`config.mk`:
```
export PLATFORM = sky130hd
export DESIGN_NAME = weight_mem
export DESIGN_NICKNAME = d
export VERILOG_FILES = /design/src/rtl/weight_mem.sv
export SDC_FILE = /design/constraint.sdc
export NUM_CORES = 1
export LEC_CHECK = 0
export ABC_AREA = 1
export BUFFER_PORTS_ARGS = -buffer_cell sky130_fd_sc_hd__buf_2
export CORE_AREA = 2 2 186 188
export DETAILED_ROUTE_END_ITERATION = 8
export DIE_AREA = 0 0 188 190
export MAX_ROUTING_LAYER = met4
export PLACE_DENSITY = 0.59
export RECOVER_POWER = 100
export SYNTH_ARGS = -nofsm -noshare
export SYNTH_HDL_FRONTEND = slang
export SYNTH_SLANG_ARGS = --single-unit
```
`constraint.sdc`:
```
create_clock -name clk -period 4 [get_ports clk]
set_clock_uncertainty 0.2 [all_clocks]
set_input_delay 0.6 -clock clk [delete_from_list [all_inputs] [get_ports clk]]
set_output_delay 0.6 -clock clk [all_outputs]
set_load 0.03 [all_outputs]
```
`src/rtl/weight_mem.sv`:
```
// Burst-loaded weight memory with NUM_RD independent registered read ports.
// Optional macro WEIGHT_MEM_BYPASS_EN forwards same-cycle write data to readers.
module weight_mem #(
  parameter int unsigned ADDR_WIDTH = 4,
  parameter int unsigned DATA_WIDTH = 16,
  parameter int unsigned DEPTH      = 16,
  parameter int unsigned NUM_RD     = 2,
  parameter string       INIT_FILE  = ""
) (
  input  logic                         clk,
  input  logic                         rst,
  input  logic                         load_start,
  input  logic [ADDR_WIDTH-1:0]        load_base,
  input  logic [ADDR_WIDTH:0]          load_len,
  input  logic                         s_valid,
  input  logic [DATA_WIDTH-1:0]        s_data,
  output logic                         s_ready,
  output logic                         load_busy,
  output logic                         load_done,
  input  logic [NUM_RD-1:0]            rd_en,
  input  logic [NUM_RD*ADDR_WIDTH-1:0] rd_addr,
  output logic [NUM_RD*DATA_WIDTH-1:0] rd_data,
  output logic [NUM_RD-1:0]            rd_valid,
  output logic [NUM_RD-1:0]            rd_err
);

  localparam int unsigned IdxW = (DEPTH > 1) ? $clog2(DEPTH) : 1;

  typedef enum logic [1:0] {StIdle, StLoad, StDone} state_e;

  state_e                state_q, state_d;
  logic [ADDR_WIDTH-1:0] wptr_q, wptr_d;
  logic [ADDR_WIDTH:0]   rem_q, rem_d;
  logic                  wr_en;
  logic                  wr_fire;
  logic [DATA_WIDTH-1:0] mem [DEPTH];

  always_comb begin
    state_d   = state_q;
    wptr_d    = wptr_q;
    rem_d     = rem_q;
    s_ready   = 1'b0;
    load_busy = 1'b0;
    load_done = 1'b0;
    wr_en     = 1'b0;
    unique case (state_q)
      StIdle: begin
        if (load_start) begin
          if (load_len != '0) begin
            state_d = StLoad;
            wptr_d  = load_base;
            rem_d   = load_len;
          end else begin
            state_d = StDone;
          end
        end
      end
      StLoad: begin
        s_ready   = 1'b1;
        load_busy = 1'b1;
        if (s_valid) begin
          wr_en  = 1'b1;
          wptr_d = (wptr_q == ADDR_WIDTH'(DEPTH - 1)) ? '0 : wptr_q + 1'b1;
          rem_d  = rem_q - 1'b1;
          if (rem_q == (ADDR_WIDTH + 1)'(1)) state_d = StDone;
        end
      end
      StDone: begin
        load_done = 1'b1;
        state_d   = StIdle;
      end
      default: state_d = StIdle;
    endcase
  end

  always_ff @(posedge clk) begin
    if (rst) begin
      state_q <= StIdle;
      wptr_q  <= '0;
      rem_q   <= '0;
    end else begin
      state_q <= state_d;
      wptr_q  <= wptr_d;
      rem_q   <= rem_d;
    end
  end

  // A beat in the reset cycle is dropped; the array itself is never reset.
  assign wr_fire = wr_en && !rst;

  always_ff @(posedge clk) begin
    if (wr_fire) mem[wptr_q[IdxW-1:0]] <= s_data;
  end

  for (genvar i = 0; i < NUM_RD; i++) begin : g_rd
    logic [ADDR_WIDTH-1:0] addr;
    logic                  in_range;
    logic [DATA_WIDTH-1:0] word;
    logic [DATA_WIDTH-1:0] data_q;
    logic                  valid_q;
    logic                  err_q;

    assign addr     = rd_addr[i*ADDR_WIDTH +: ADDR_WIDTH];
    assign in_range = {1'b0, addr} < (ADDR_WIDTH + 1)'(DEPTH);

    always_comb begin
      word = in_range ? mem[addr[IdxW-1:0]] : '0;
`ifdef WEIGHT_MEM_BYPASS_EN
      if (wr_fire && in_range && (addr == wptr_q)) word = s_data;
`endif
    end

    always_ff @(posedge clk) begin
      if (rst) begin
        data_q  <= '0;
        valid_q <= 1'b0;
        err_q   <= 1'b0;
      end else begin
        valid_q <= rd_en[i];
        err_q   <= rd_en[i] & ~in_range;
        if (rd_en[i]) data_q <= word;
      end
    end

    assign rd_data[i*DATA_WIDTH +: DATA_WIDTH] = data_q;
    assign rd_valid[i] = valid_q;
    assign rd_err[i]   = err_q;
  end

endmodule

```
Word level (Yosys, flattened, before mapping)

Memories as Yosys holds them, arrays and structs flattened. A register that Yosys moved wholly into a read port is not among the register bits.
Cells that the tools add are included.

Register bits: 13
Memory bits (writable): 256
Input bits: 39
Output and inout port bits: 39
Logic and storage cells: 43
Memories kept: 1

Memories:

| name | words | bits a word | read ports | clocked after memory_dff | write ports | line | text |
|---|---|---|---|---|---|---|---|
| mem  | 16    | 16          | 2          | 2                        | 1           | 36   | `logic [DATA_WIDTH-1:0] mem [DEPTH];` |

Add/sub/neg operators: 2
Equality and inequality tests: 8
Multiplexer cells: 20
Reduce and logical (&&, ||, !) cells: 7

Operators with widths:

| kind                | count |
|---|---|
| $mux 4              | 4 |
| $mux 5              | 3 |
| $pmux 5 s2          | 1 |
| $mux 2              | 4 |
| $ne 2x2->1 const B  | 4 |
| $pmux 4 s2          | 1 |
| $mux 1              | 6 |
| $eq 5x1->1 const B  | 1 |
| $reduce_bool 5->1   | 1 |
| $sub 5x1->5 const B | 1 |
| $add 4x1->4 const B | 1 |
| $eq 4x4->1 const B  | 1 |
| $pmux 2 s2          | 1 |
| $reduce_and 4->1    | 1 |
| $reduce_and 3->1    | 1 |
| $eq 2x1->1 const B  | 1 |
| $eq 2x2->1 const B  | 1 |
| $logic_not 2->1     | 1 |
| $reduce_bool 2->1   | 1 |
| $logic_and 1x1->1   | 1 |
| $logic_not 1->1     | 1 |

Logic depth before layout (Yosys ltp)

Word-level depth: 5
Gate-level depth with buffers: 11
Gate-level depth less buffers: 9

Worst setup path before layout

Ideal clock, no wire load.

Path type: input to register
Start point: input port rst
End point: memory mem[0][0] (enable)
Setup time: 0.388 ns
Arrival: 1.839 ns
Slack: 1.572 ns
Cell stages on the path: 6
Cells stage by stage: clkbuf_1 > inv_1 > nand3_1 > inv_1 > nand2_1 > nor2_1

Word-level cells in the longest chain between the ends: 4

RTL lines:

| item                         | line | text |
|---|---|---|
| start: declaration           | 11   | `input logic rst,` |
| $logic_not 1->1              | 89   | `assign wr_fire = wr_en && !rst;` |
| $logic_and 1x1->1            | 89   |  |
| $mux 1                       | 92   | `if (wr_fire) mem[wptr_q[IdxW-1:0]] <= s_data;` |
| $mux 1 (implied by the code) | 92   |  |
| end: declaration             | 36   |  |

Every way passes these cells.

==> qor.yml <==
hold_viol_final: 0
cts.sinks: 301
nNetsFinal: 1829
async_reset_ff_frac: 0
vias_per_cell: 5.58
p_leak_nw: 6.79
end_kind: "register"
sw_frac_of_total: 0.250
crit_chain: "buf_4 -> clkinvlp_2 -> clkbuf_2 -> nand2_1 -> nand3_1 -> nand3_1 -> nand2_1 -> nand2_1 -> nand3_1 -> nand2_1 -> inv_1"
violations: "max-capacitance violations, max-slew violations"
drv_slew: 198
postCtsHoldBufs: 0
io_pins: 78
met1_length_mm: 19.3
finalSetupViolCount: 0
synth_most_common_cell: "nand2_1"
path_delay_family: "buffers and inverters"
synth.distinct_cells: 22
start_kind: "input port"
num_vias: 12700
pre_cts_slack_ns: 1.20
criticalPathCategory: "in -> reg"
detail-route-antenna-nets: 0
outcome: "finished with violations"
max_clock_freq_mhz: 311
wl_per_cell_um: 21.1
fin_setup_tns_ns: 0
highest_layer: "met4"
synth_top_area_cell: "edfxtp_1"
grt_pass1_wl_mm: 72.0
ys_warn_count: 0
syn_area_per_cell_sq_um: 8.56
cell_internal_pwr_mw: 5.69
synth-main-ff-cell: "edfxtp_1"
finalWorstSetupSlack_ns: 0.787
antenna_found_initial: 4
synth_area_leaders: "edfxtp_1 51%, nand2_1 18%, nand3_1 14%"
min_period_ns: 3.21
dieHeight_um: 190
period_share: 0.803
grt_usage: 0.276
route.met2.wl_mm: 21.5
first_pass_iters: 5
power.density_nw_per_um2: 456
maxCapViolCount: 5
path_clk_slew_ns: 0.06
path_buf_inv: 4
first_global_vias: 12100
critPathArrivalTime_ns: 3.42
cts_tree: "built"
p_total_mw: 7.58
synth_seq_cells: 301
synth-seq-area-share: 0.571
numPortBuffers: 75
power_frac_comb: 0.112
power.share.sequential: 0.463
chipWidth_um: 188
dieArea_sq_um: 35700
max_stage_delay_ns: 1.11
rsz0062_at_grt: "false"
switching_power_mw: 1.89
overflow: 0
syn_inst: 1756
syn_to_final_growth_pct: 10.5
numCtsBuffers: 34
clk_path_buf_depth: 3
dr.first_iter.drc_count: 1366
worst_pin_slew_ns: 2.26
insertion_delay_ns: 0.50
drive_gt1_frac: 0.0624
pwr-share-clk: 0.425
hold_path_class: "in -> reg"
place_congestion: 0.862
max-slew-margin-rel: -0.509
cp_common_cell: "nand2_1"
hold_slack_ns: 0.203
synth-edff-count: 256
postCtsSetupBuffers: 0
dp_hpwl_mm: 26.7
cp_slowest_cell: "clkbuf_2"
cts_root_buf: "clkbuf_16"
start_util: 0.443
syn_area_sq_um: 15000
crit_fanout: 96
postCtsResizedCells: 0
synth_common_cells: "715 x nand2_1, 422 x nand3_1, 256 x edfxtp_1"
synth_top_area_share: 0.511
rows: 68
core_sq_um: 33900
grt_max_degree: 129
worstPathRequired_ns: 4.21
htree_levels: 2
drc: 0
met3WireLength_mm: 4.94
vdd_drop_max_mv: 0.335
wirelength_mm: 48.0
-- cell type report --
type,instances,area [sq um]
Clock inverter,9,116
Antenna cell,3,7.51
Sequential cell,301,8590
Fill cell,3206,17300
Clock buffer,53,1050
Multi-Input combinational cell,1275,5420
Tap cell,455,569
Inverter,59,224
Timing Repair Buffer,113,641
-- stage by stage --
step / cell area (sq um) / instances / util
2_1_floorplan: 15000 / 1757 / -
3_3_place_gp: 15600 / 2203 / 0.458
3_5_place_dp: 15600 / 2203 / 0.458
4_1_cts: 16700 / 2265 / 0.493
5_1_grt: 16600 / 2268 / 0.489
6_report: 16600 / 2268 / 0.489
-- routing by layer --
layer  GRT usage  up-vias
met5           -        -
met4       0.142        0
met3      0.0555      141
met2       0.415      682
met1       0.355     5927
li1            -     5900
-- worst reg2reg max path: cells and delay by family, from the launching register on --
| kind | cells | cell delay (ns) |
|---|---|---|
| flip-flops | 1 | 0.37 |
| AND/OR/NAND/NOR | 3 | 0.54 |
| buffers and inverters | 2 | 1.64 |
-- placed cells by master, fill, tap and decap left out, types with 4 or more instances in the layout --
master and instances:
buf_2 18, buf_12 6, inv_1 55, clkbuf_16 39, nor2_1 101, clkbuf_2 5
o21ai_0 11, clkbuf_1 72, buf_4 24, ha_1 6, nand3_1 422, dfxtp_1 45
nand2_1 715, edfxtp_1 256, clkinv_2 4, nor2_2 8
-- worst paths after layout --
kind                           start  slack [ns]  depth (start not counted)                               to
max                       rd_addr[4]        0.79                         11  g_rd[1].data_q[14]$_SDFFE_PP0P_
min                     load_base[3]        0.20                          5           wptr_q[3]$_SDFFE_PP0P_
max reg2reg  state_q[0]$_SDFFE_PP0P_        0.83                          5            mem[15][13]$_DFFE_PP_
min reg2reg    rem_q[1]$_SDFFE_PP0P_        0.31                          2            rem_q[1]$_SDFFE_PP0P_
-- kinds of logic (layout without fill, tap and decap cells) --
kind of cell	count (synthesis)	after routing	share of synthesized area
AOI/OAI and AO/OA	16	16	0.00566
adders and majority gates	6	6	0.00499
buffers and inverters	181	234	0.0699
DFF	301	301	0.571
other	1	5	0.000249
and+or+nand+nor	1251	1251	0.348
-- power groups by stage --
stage               Combinational (mW)  Sequential (mW)  Clock [mW]
global route                     0.933             3.52        3.39
finish                           0.846             3.51        3.22
floorplan                        0.551             3.61           0
CTS                              0.848             3.51        3.27
global placement                 0.837             3.57           0
detailed placement               0.845             3.58           0
-- registers in the layout, indices dropped and copies added, names as in the netlist --
signal        flops
g_rd.valid_q      2
g_rd.data_q      32
wptr_q            4
state_q           2
rem_q             5
mem             256
Note: power is estimated with default switching activity, not from simulation.
